$ cat src/rtl/sinfonia_pkg.sv
// rtl/sinfonia_pkg.sv - state codes, default parameters and one-hot helper for the round engine
package sinfonia_pkg;

  localparam int N_BOTOES_DEF    = 7;
  localparam int DEPTH_DEF       = 16;
  localparam int ADDR_W_DEF      = 4;
  localparam int TIMEOUT_CYC_DEF = 5000;
  localparam int PTS_W_DEF       = 10;

  typedef enum logic [3:0] {
    INICIAL    = 4'd0,
    PREPARA    = 4'd1,
    LE_MEM     = 4'd2,
    ESPERA     = 4'd3,
    REGISTRA   = 4'd4,
    COMPARA    = 4'd5,
    FIM_RODADA = 4'd6,
    ACERTOU    = 4'd7,
    REPETE     = 4'd8,
    ERROU      = 4'd9
  } estado_t;

  // Button vectors are zero-extended to 32 bits before calling these.
  function automatic logic [5:0] popcount(input logic [31:0] v);
    logic [5:0] n;
    n = '0;
    for (int i = 0; i < 32; i++) n = n + {5'd0, v[i]};
    return n;
  endfunction

  function automatic logic is_one_hot(input logic [31:0] v);
    return popcount(v) == 6'd1;
  endfunction

endpackage

$ cat src/rtl/detector_jogada.sv
// rtl/detector_jogada.sv - release arming, play capture, one-hot check and play timeout counter
module detector_jogada
  import sinfonia_pkg::*;
#(
  parameter int N_BOTOES    = N_BOTOES_DEF,
  parameter int TIMEOUT_CYC = TIMEOUT_CYC_DEF
) (
  input  logic                clock,
  input  logic                reset,
  input  logic                ativo,
  input  logic [N_BOTOES-1:0] botoes,
  output logic                jogada_valida,
  output logic [N_BOTOES-1:0] jogada,
  output logic                one_hot,
  output logic                estourou
);

  localparam int CNT_W = (TIMEOUT_CYC > 1) ? $clog2(TIMEOUT_CYC) : 1;

  logic             armado;
  logic [CNT_W-1:0] cnt;

  assign jogada_valida = ativo && armado && (botoes != '0);
  assign one_hot       = is_one_hot(32'(jogada));
  assign estourou      = ativo && (TIMEOUT_CYC != 0) && (cnt == CNT_W'(TIMEOUT_CYC - 1));

  // Leaving the wait state drops arming, so a button still held from the
  // previous play must be released before it can count again.
  always_ff @(posedge clock or posedge reset) begin
    if (reset) begin
      armado <= 1'b0;
      cnt    <= '0;
      jogada <= '0;
    end else if (!ativo) begin
      armado <= 1'b0;
      cnt    <= '0;
    end else begin
      if (botoes == '0) armado <= 1'b1;
      if (jogada_valida) begin
        jogada <= botoes;
        armado <= 1'b0;
      end
      if (!estourou) cnt <= cnt + CNT_W'(1);
    end
  end

endmodule

$ cat src/rtl/motor_rodadas_param.sv
// rtl/motor_rodadas_param.sv - Simon round/sequence engine; MODO_TREINO_EN adds the training-replay input
module motor_rodadas_param
  import sinfonia_pkg::*;
#(
  parameter int N_BOTOES    = N_BOTOES_DEF,
  parameter int DEPTH       = DEPTH_DEF,
  parameter int ADDR_W      = ADDR_W_DEF,
  parameter int TIMEOUT_CYC = TIMEOUT_CYC_DEF,
  parameter int PTS_W       = PTS_W_DEF
) (
  input  logic                clock,
  input  logic                reset,
  input  logic                jogar,
`ifdef MODO_TREINO_EN
  input  logic                treinamento,
`endif
  input  logic [N_BOTOES-1:0] botoes,
  input  logic [N_BOTOES-1:0] mem_dado,
  output logic [ADDR_W-1:0]   mem_addr,
  output logic                pronto,
  output logic                acertou,
  output logic                errou,
  output logic                timeout,
  output logic [PTS_W-1:0]    pontos,
  output logic [ADDR_W:0]     rodada,
  output logic [3:0]          db_estado
);

  localparam int SUM_W = ((PTS_W > ADDR_W + 1) ? PTS_W : ADDR_W + 1) + 2;
  localparam logic [SUM_W-1:0] PTS_MAX = SUM_W'((64'd1 << PTS_W) - 64'd1);
  localparam logic [ADDR_W:0]  DEPTH_L = (ADDR_W + 1)'(DEPTH);

  estado_t               estado, prox;
  logic [ADDR_W-1:0]     idx;
  logic [ADDR_W:0]       rod;
  logic [PTS_W-1:0]      pts;
  logic                  to_flag;
  logic                  ativo, jogada_valida, one_hot, estourou, treino, confere, ultima;
  logic [N_BOTOES-1:0]   jogada;

`ifdef MODO_TREINO_EN
  assign treino = treinamento;
`else
  assign treino = 1'b0;
`endif

  function automatic logic [PTS_W-1:0] soma_sat(input logic [PTS_W-1:0] a, input logic [SUM_W-1:0] b);
    logic [SUM_W-1:0] s;
    s = SUM_W'(a) + b;
    return (s > PTS_MAX) ? '1 : s[PTS_W-1:0];
  endfunction

  assign ativo = (estado == ESPERA);

  detector_jogada #(
    .N_BOTOES    (N_BOTOES),
    .TIMEOUT_CYC (TIMEOUT_CYC)
  ) u_detector (
    .clock         (clock),
    .reset         (reset),
    .ativo         (ativo),
    .botoes        (botoes),
    .jogada_valida (jogada_valida),
    .jogada        (jogada),
    .one_hot       (one_hot),
    .estourou      (estourou)
  );

  assign confere = one_hot && (jogada == mem_dado);
  assign ultima  = ({1'b0, idx} == rod - (ADDR_W + 1)'(1));

  always_ff @(posedge clock or posedge reset) begin
    if (reset) estado <= INICIAL;
    else       estado <= prox;
  end

  always_comb begin
    prox = estado;
    unique case (estado)
      INICIAL:    if (jogar) prox = PREPARA;
      PREPARA:    prox = LE_MEM;
      LE_MEM:     prox = ESPERA;
      ESPERA: begin
        // A play landing on the terminal count still wins over the timeout.
        if (jogada_valida) prox = REGISTRA;
        else if (estourou) prox = treino ? REPETE : ERROU;
      end
      REGISTRA:   prox = COMPARA;
      COMPARA: begin
        if (!confere)            prox = treino ? REPETE : ERROU;
        else if (!ultima)        prox = LE_MEM;
        else if (rod < DEPTH_L)  prox = FIM_RODADA;
        else                     prox = ACERTOU;
      end
      FIM_RODADA: prox = LE_MEM;
      REPETE:     prox = LE_MEM;
      ACERTOU:    if (jogar) prox = PREPARA;
      ERROU:      if (jogar) prox = PREPARA;
      default:    prox = INICIAL;
    endcase
  end

  always_ff @(posedge clock or posedge reset) begin
    if (reset) begin
      idx     <= '0;
      rod     <= '0;
      pts     <= '0;
      to_flag <= 1'b0;
    end else begin
      case (estado)
        PREPARA: begin
          pts     <= '0;
          rod     <= (ADDR_W + 1)'(1);
          idx     <= '0;
          to_flag <= 1'b0;
        end
        LE_MEM:  to_flag <= 1'b0;
        ESPERA:  if (!jogada_valida && estourou) to_flag <= 1'b1;
        COMPARA: begin
          if (confere) begin
            if (!ultima)             idx <= idx + ADDR_W'(1);
            // Final round credits its own round value plus the completion bonus.
            else if (rod == DEPTH_L) pts <= soma_sat(pts, SUM_W'(rod) + SUM_W'(DEPTH));
          end
        end
        FIM_RODADA: begin
          pts <= soma_sat(pts, SUM_W'(rod));
          rod <= rod + (ADDR_W + 1)'(1);
          idx <= '0;
        end
        REPETE:  idx <= '0;
        default: ;
      endcase
    end
  end

  assign mem_addr  = idx;
  assign rodada    = rod;
  assign pontos    = pts;
  assign db_estado = estado;
  assign acertou   = (estado == ACERTOU);
  assign errou     = (estado == ERROU) || (estado == REPETE);
  assign pronto    = (estado == ACERTOU) || (estado == ERROU);
  assign timeout   = to_flag && errou;

endmodule

$ cat config.mk
export PLATFORM = sky130hd
export DESIGN_NAME = motor_rodadas_param
export DESIGN_NICKNAME = d
export VERILOG_FILES = /design/src/rtl/sinfonia_pkg.sv /design/src/rtl/detector_jogada.sv /design/src/rtl/motor_rodadas_param.sv
export SDC_FILE = /design/constraint.sdc
export NUM_CORES = 1
export LEC_CHECK = 0
export CAP_MARGIN = 10
export CORE_AREA = 2 2 81 83
export CTS_CLUSTER_SIZE = 12
export DETAILED_ROUTE_END_ITERATION = 8
export DIE_AREA = 0 0 83 85
export MAX_ROUTING_LAYER = met4
export PLACE_DENSITY = 0.78
export SLEW_MARGIN = 15
export SYNTH_ARGS = -nofsm -noshare
export SYNTH_HDL_FRONTEND = slang
export SYNTH_HIERARCHICAL = 1
export SYNTH_SLANG_ARGS = --single-unit
$ cat constraint.sdc
create_clock -name clock -period 4.8 [get_ports clock]
set_input_delay 1.44 -clock clock [delete_from_list [all_inputs] [get_ports clock]]
set_output_delay 1.44 -clock clock [all_outputs]
set_load 0.02 [all_outputs]
=== After elaboration in Yosys (flattened, before gate mapping) ===
Cells that the tools add are included.

* Register bits: 45
* Bits in latches: 0
* Bits in writable memories: 0
* ROM bits: 0
* Bits of input ports: 17
* Output and inout port bits: 27
* Memories: 0

* Add/sub/neg operators: 13
* $mul: 0
* Div/mod/pow operators: 0
* Order comparisons: 3
* Eq/ne operators: 23
* Shift-type cells: 0
* Mux-type cells: 24
* Bitwise logic cells: 0
* Reduce and logical (&&, ||, !) cells: 24

{| class="wikitable"
|+ Operators by type and width
! kind !! number
|-
| $mux 10 || 5
|-
| $add 6x1->6 || 5
|-
| $pmux 10 s3 || 1
|-
| $mux 13 || 2
|-
| $mux 4 || 6
|-
| $pmux 4 s6 || 1
|-
| $gt 11x10->1 const B || 2
|-
| $eq 4x3->1 const B || 4
|-
| $add 13x1->13 const B || 1
|-
| $eq 13x13->1 const B || 1
|-
| $ne 2x2->1 const B || 6
|-
| $add 10x5->11 || 1
|-
| $add 10x6->11 || 1
|-
| $pmux 5 s2 || 1
|-
| $eq 4x2->1 const B || 2
|-
| $eq 4x4->1 const B || 2
|-
| $pmux 4 s2 || 1
|-
| $eq 7x7->1 || 1
|-
| $logic_not 7->1 || 1
|-
| $reduce_bool 7->1 || 1
|-
| $add 5x5->6 const B || 1
|-
| $eq 6x1->1 const B || 1
|-
| $logic_and 1x1->1 || 6
|-
| $ne 3x3->1 const B || 2
|-
| other kinds (22) || 32
|}

=== Depth between registers and ports, before layout ===
* Depth after elaboration: 10
* Mapped depth: 13
* Mapped depth without buffers: 12

=== Modules after synthesis ===
The synthesis kept the hierarchy.

{| class="wikitable"
|+ Modules (own cells, without submodules)
! module !! times used !! cells each !! area each (um^2) !! sequential area each (um^2)
|-
| motor_rodadas_param || 1 || 262 || 2,208.4 || 600.6
|-
| detector_jogada || 1 || 105 || 1,117.3 || 525.5
|}

=== Worst setup path after synthesis ===
Ideal clock, no wire load.

* Path kind: flip-flop to flip-flop
* Start: register u_detector.jogada[0]
* End: register pts[9], in the netlist pontos[9]
* Data arrival time: 3,697 ps
* Slack: 1,030 ps
* Cell stages (with the launch flop): 14
* Buffers on the path: 1
* Cells stage by stage: dfrtp_1 inv_1 fa_1 fa_1 inv_1 fa_1 fa_1 nor3b_1 nand4_1 or4_4 o31ai_4 buf_4 a21boi_2 a2bb2oi_2

* Longest elaborated chain between the ends: 10

{| class="wikitable"
|+ Ends and longest elaborated chain
! item !! RTL line !! source
|-
| from (decl) || detector_jogada.sv:13 || <nowiki>output logic [N_BOTOES-1:0] jogada,</nowiki>
|-
| from (signal assigned) || detector_jogada.sv:40 || <nowiki>jogada <= botoes;</nowiki>
|-
| $add 1x1->2 || sinfonia_pkg.sv:27 || <nowiki>for (int i = 0; i < 32; i++) n = n + {5'd0, v[i]};</nowiki>
|-
| $add 6x1->6 (5 in series) || sinfonia_pkg.sv:27 ||
|-
| $eq 6x1->1 || sinfonia_pkg.sv:32 || <nowiki>return popcount(v) == 6'd1;</nowiki>
|-
| net one_hot || motor_rodadas_param.sv:38 || <nowiki>logic ativo, jogada_valida, one_hot, estourou, treino, confere, ultima;</nowiki>
|-
| $logic_and 1x1->1 || motor_rodadas_param.sv:69 || <nowiki>assign confere = one_hot && (jogada == mem_dado);</nowiki>
|-
| $ne 2x2->1 (no line) || - ||
|-
| $reduce_and 4->1 (no line) || - ||
|-
| to (signal assigned) || motor_rodadas_param.sv:123 || <nowiki>else if (rod == DEPTH_L) pts <= soma_sat(pts, SUM_W'(rod) + SUM_W'(DEPTH));</nowiki>
|-
| to (signal assigned) || motor_rodadas_param.sv:127 || <nowiki>pts <= soma_sat(pts, SUM_W'(rod));</nowiki>
|-
| to (decl) || motor_rodadas_param.sv:36 || <nowiki>logic [PTS_W-1:0] pts;</nowiki>
|}

The timed path passes the listed nets, and every way through them passes these cells.
A chain may end at the register's enable or synchronous reset.

=== Worst setup path after layout ===
* Start: register u_detector.jogada[0]
* End: register pts[7], in the netlist pontos[7]

The elaborated chain is that of the path after synthesis.

==> metrics.cfg <==
[logic_synthesis]
synthesis.area_um2=3326
synth_most_common_cell=dfrtp_1
syn_nets=409
ys_top_cells_by_area=dfrtp_1 (34%), ha_1 (6.0%), fa_1 (5.4%)
yosys_warnings=6
synth_cell_types=63
async_flop_share=1.000
avgSynthCellArea_um2=9.062
synth-seq-cells=45
synth_top_area_share=0.3386
ys.flop_type=dfrtp_1
yosysSeqAreaShare=0.3386
synth_common_cells=dfrtp_1 (45), inv_1 (30), nand2_1 (27), o21ai_0 (26), a21oi_1 (23)
synth_edf_count=0
syn_inst=367
synth_area_leader_cell=dfrtp_1

[setup_path]
arrival_ns=4.32
cp_cell_sequence=inv_1 > fa_1 > fa_1 > inv_1 > fa_1 > fa_1 > nor3b_1 > nand4_1 > or4_4 > o31ai_4 > buf_4 > a21boi_1 > o22a_1
critPathLaunch=u_detector/jogada[0]$_DFFE_PP0P_
rr_worst_depth=13
worstPathRequired_ns=5.05
critPathCaptureType=flop
r2r-start=u_detector/jogada[0]$_DFFE_PP0P_
critPathSlowestCell=or4_4
crit_cells=13
critPathBufInv=3
worstSetupPathType=flop to flop
crit_path_frequent_cell=fa_1
crit_fanout=20
startpoint_type=flop
slowest_delay_ns=0.55
crit_family=adder cells

[sta]
fin_crit_ns=4.074
drv_slew=0
whs_ns=0.5419
tightest_slew_ns=0.9576
fin_ws_ns=0.7260
max_freq_mhz=245.5
slew_headroom=0.3609
skew_ns=0.01168
rsz0062_at_grt=no
hold_viol_final=0
setup_violations=0
tns_ns=0
fin_crit_sh=0.8488

[power_and_ir_drop]
net-switching-power_uw=637.0
max-vdd-ir-drop_mv=0.2394
p_seq_frac=0.350
p_clk_frac=0.189
switching_share=0.4056
comb_power_share=0.461
powerDensity_nw_per_um2=398.2
p_int_uw=933.5
power.leakage_nw=1.641

[drt]
wl_um=7368
drt_iter0_drc=160
wl_per_cell_um=15.10
vias=2885
firstDrtPassIters=4
drc_errors=0
drtAntennaViolNets=0
viasPerCell=5.912

[cts]
cts_setup_buffers=0
cts_tree=done
cts_resized=0
cts_buffers=5
cts-root-buf=clkbuf_8
clk_pin_slew_ns=0.09
htree_levels=2
clkSinkCount=45
clk_latency_ns=0.31
cts_hold_buf=0
clockBufferDepth=2

[place]
place_ws_ns=0.7522
place.port_buffers=43
gp_congestion=0.8792
dp_hpwl_um=5559

[die]
ioPinCount=44
die_w_um=83
initial_core_util=0.5360
num_rows=29
die_h_um=85
die_area_um2=7055
core_um2=6205

[cells_and_area]
diodes=0
multi_input_area_um2=2037
area_growth_pct=18.59
drive_above_1_share=0.07299
nNetsFinal=452
fillers=504
regArea_um2=1126

[min_path]
min_path_type=flop to flop
min_from=u_detector/armado$_DFFE_PP0P_
whs_path_depth=2

[global_route]
grt_pass1_vias=2693
grt_max_degree=25
grt_overflow=0
grt_pass1_wl_um=12530
antenna_found_initial=0
grt_usage=0.2220

[outcome]
status=finished clean

[job]
cap_violations=0

-- placed cells by master, fill, tap and decap left out, types with 3 or more instances in the layout --
cell type,instances
a21oi_1,23
a31oi_1,8
and2_1,3
and3_1,4
buf_4,3
clkbuf_8,5
clkdlybuf4s50_1,43
dfrtp_1,45
fa_1,9
ha_1,16
inv_1,30
mux2_2,5
mux2i_1,4
nand2_1,27
nand2b_1,8
nand3_1,15
nand4_1,9
nor2_1,19
nor2b_1,6
nor3_1,6
nor3b_1,3
o21a_1,3
o21ai_0,26
o22a_1,3
o31ai_1,7
or3_1,3
or4_1,4
xnor2_1,20
xor2_1,7
-- logic make-up after synthesis --
family / synth area share
compound gates: 0.1953
xor+xnor: 0.07111
fa+ha+maj: 0.1144
buf+inv: 0.04891
flops: 0.3386
mux: 0.02897
simple gates: 0.2028
-- worst min-delay path, stage by stage, from the launching register on --
cell     delay [ns]
dfrtp_1        0.37
nand3_1        0.07
o21ai_0        0.07
-- per-layer routing --
layer	up-vias	part of all wire	routed length [um]	track usage
met2	84	0.49	3594	0.3607
li1	1400	-	-	-
met5	-	0	0	-
met3	9	0.046	341	0.03891
met1	1392	0.45	3324	0.2854
met4	0	0.015	107	0.07004
-- stage by stage --
step / area (um^2) / cells / util / total power, mW
floorplan: 3326 / 367 / - / 1.051
global placement: 3829 / 480 / 0.6171 / 1.248
detailed placement: 3829 / 480 / 0.6171 / 1.277
CTS: 3944 / 488 / 0.6356 / 1.582
global route: 3944 / 488 / 0.6356 / 1.695
finish: 3944 / 488 / 0.6356 / 1.570
-- power groups by stage --
stage          sequential [mW]  combinational, mW  clock (mW)
5_1_grt                  0.562              0.814       0.319
6_report                 0.550              0.725       0.296
3_5_place_dp             0.556              0.722           0
3_3_place_gp             0.553              0.695           0
4_1_cts                  0.548              0.729       0.305
2_1_floorplan            0.572              0.479           0
-- area by class of cell --
type	count	share of cell area
clock inverter	3	0.01174
clock buffer	5	0.01745
inverter	31	0.02951
multi-input combinational	281	0.5165
tap	77	0.02443
timing repair buffer	46	0.1148
sequential	45	0.2855
-- path summary, 6_finish.rpt --
check,endpoint,slack (ns)
setup / recovery,pontos[7]$_DFFE_PP0P_,0.73
hold / removal,u_detector/jogada[1]$_DFFE_PP0P_,0.54
setup reg to reg,pontos[7]$_DFFE_PP0P_,0.73
hold reg to reg,u_detector/jogada[1]$_DFFE_PP0P_,0.54
max in group asynchronous,pontos[0]$_DFFE_PP0P_,2.53
min in group asynchronous,u_detector/cnt[3]$_DFFE_PP0P_,1.61
-- flip-flops by register name, indices dropped and copies added, names as in the netlist --
| name | count |
|---|---|
| rodada | 5 |
| u_detector/cnt | 13 |
| to_flag | 1 |
| u_detector/armado | 1 |
| u_detector/jogada | 7 |
| mem_addr | 4 |
| pontos | 10 |
| db_estado | 4 |
Note: power is estimated with default switching activity, not from simulation.
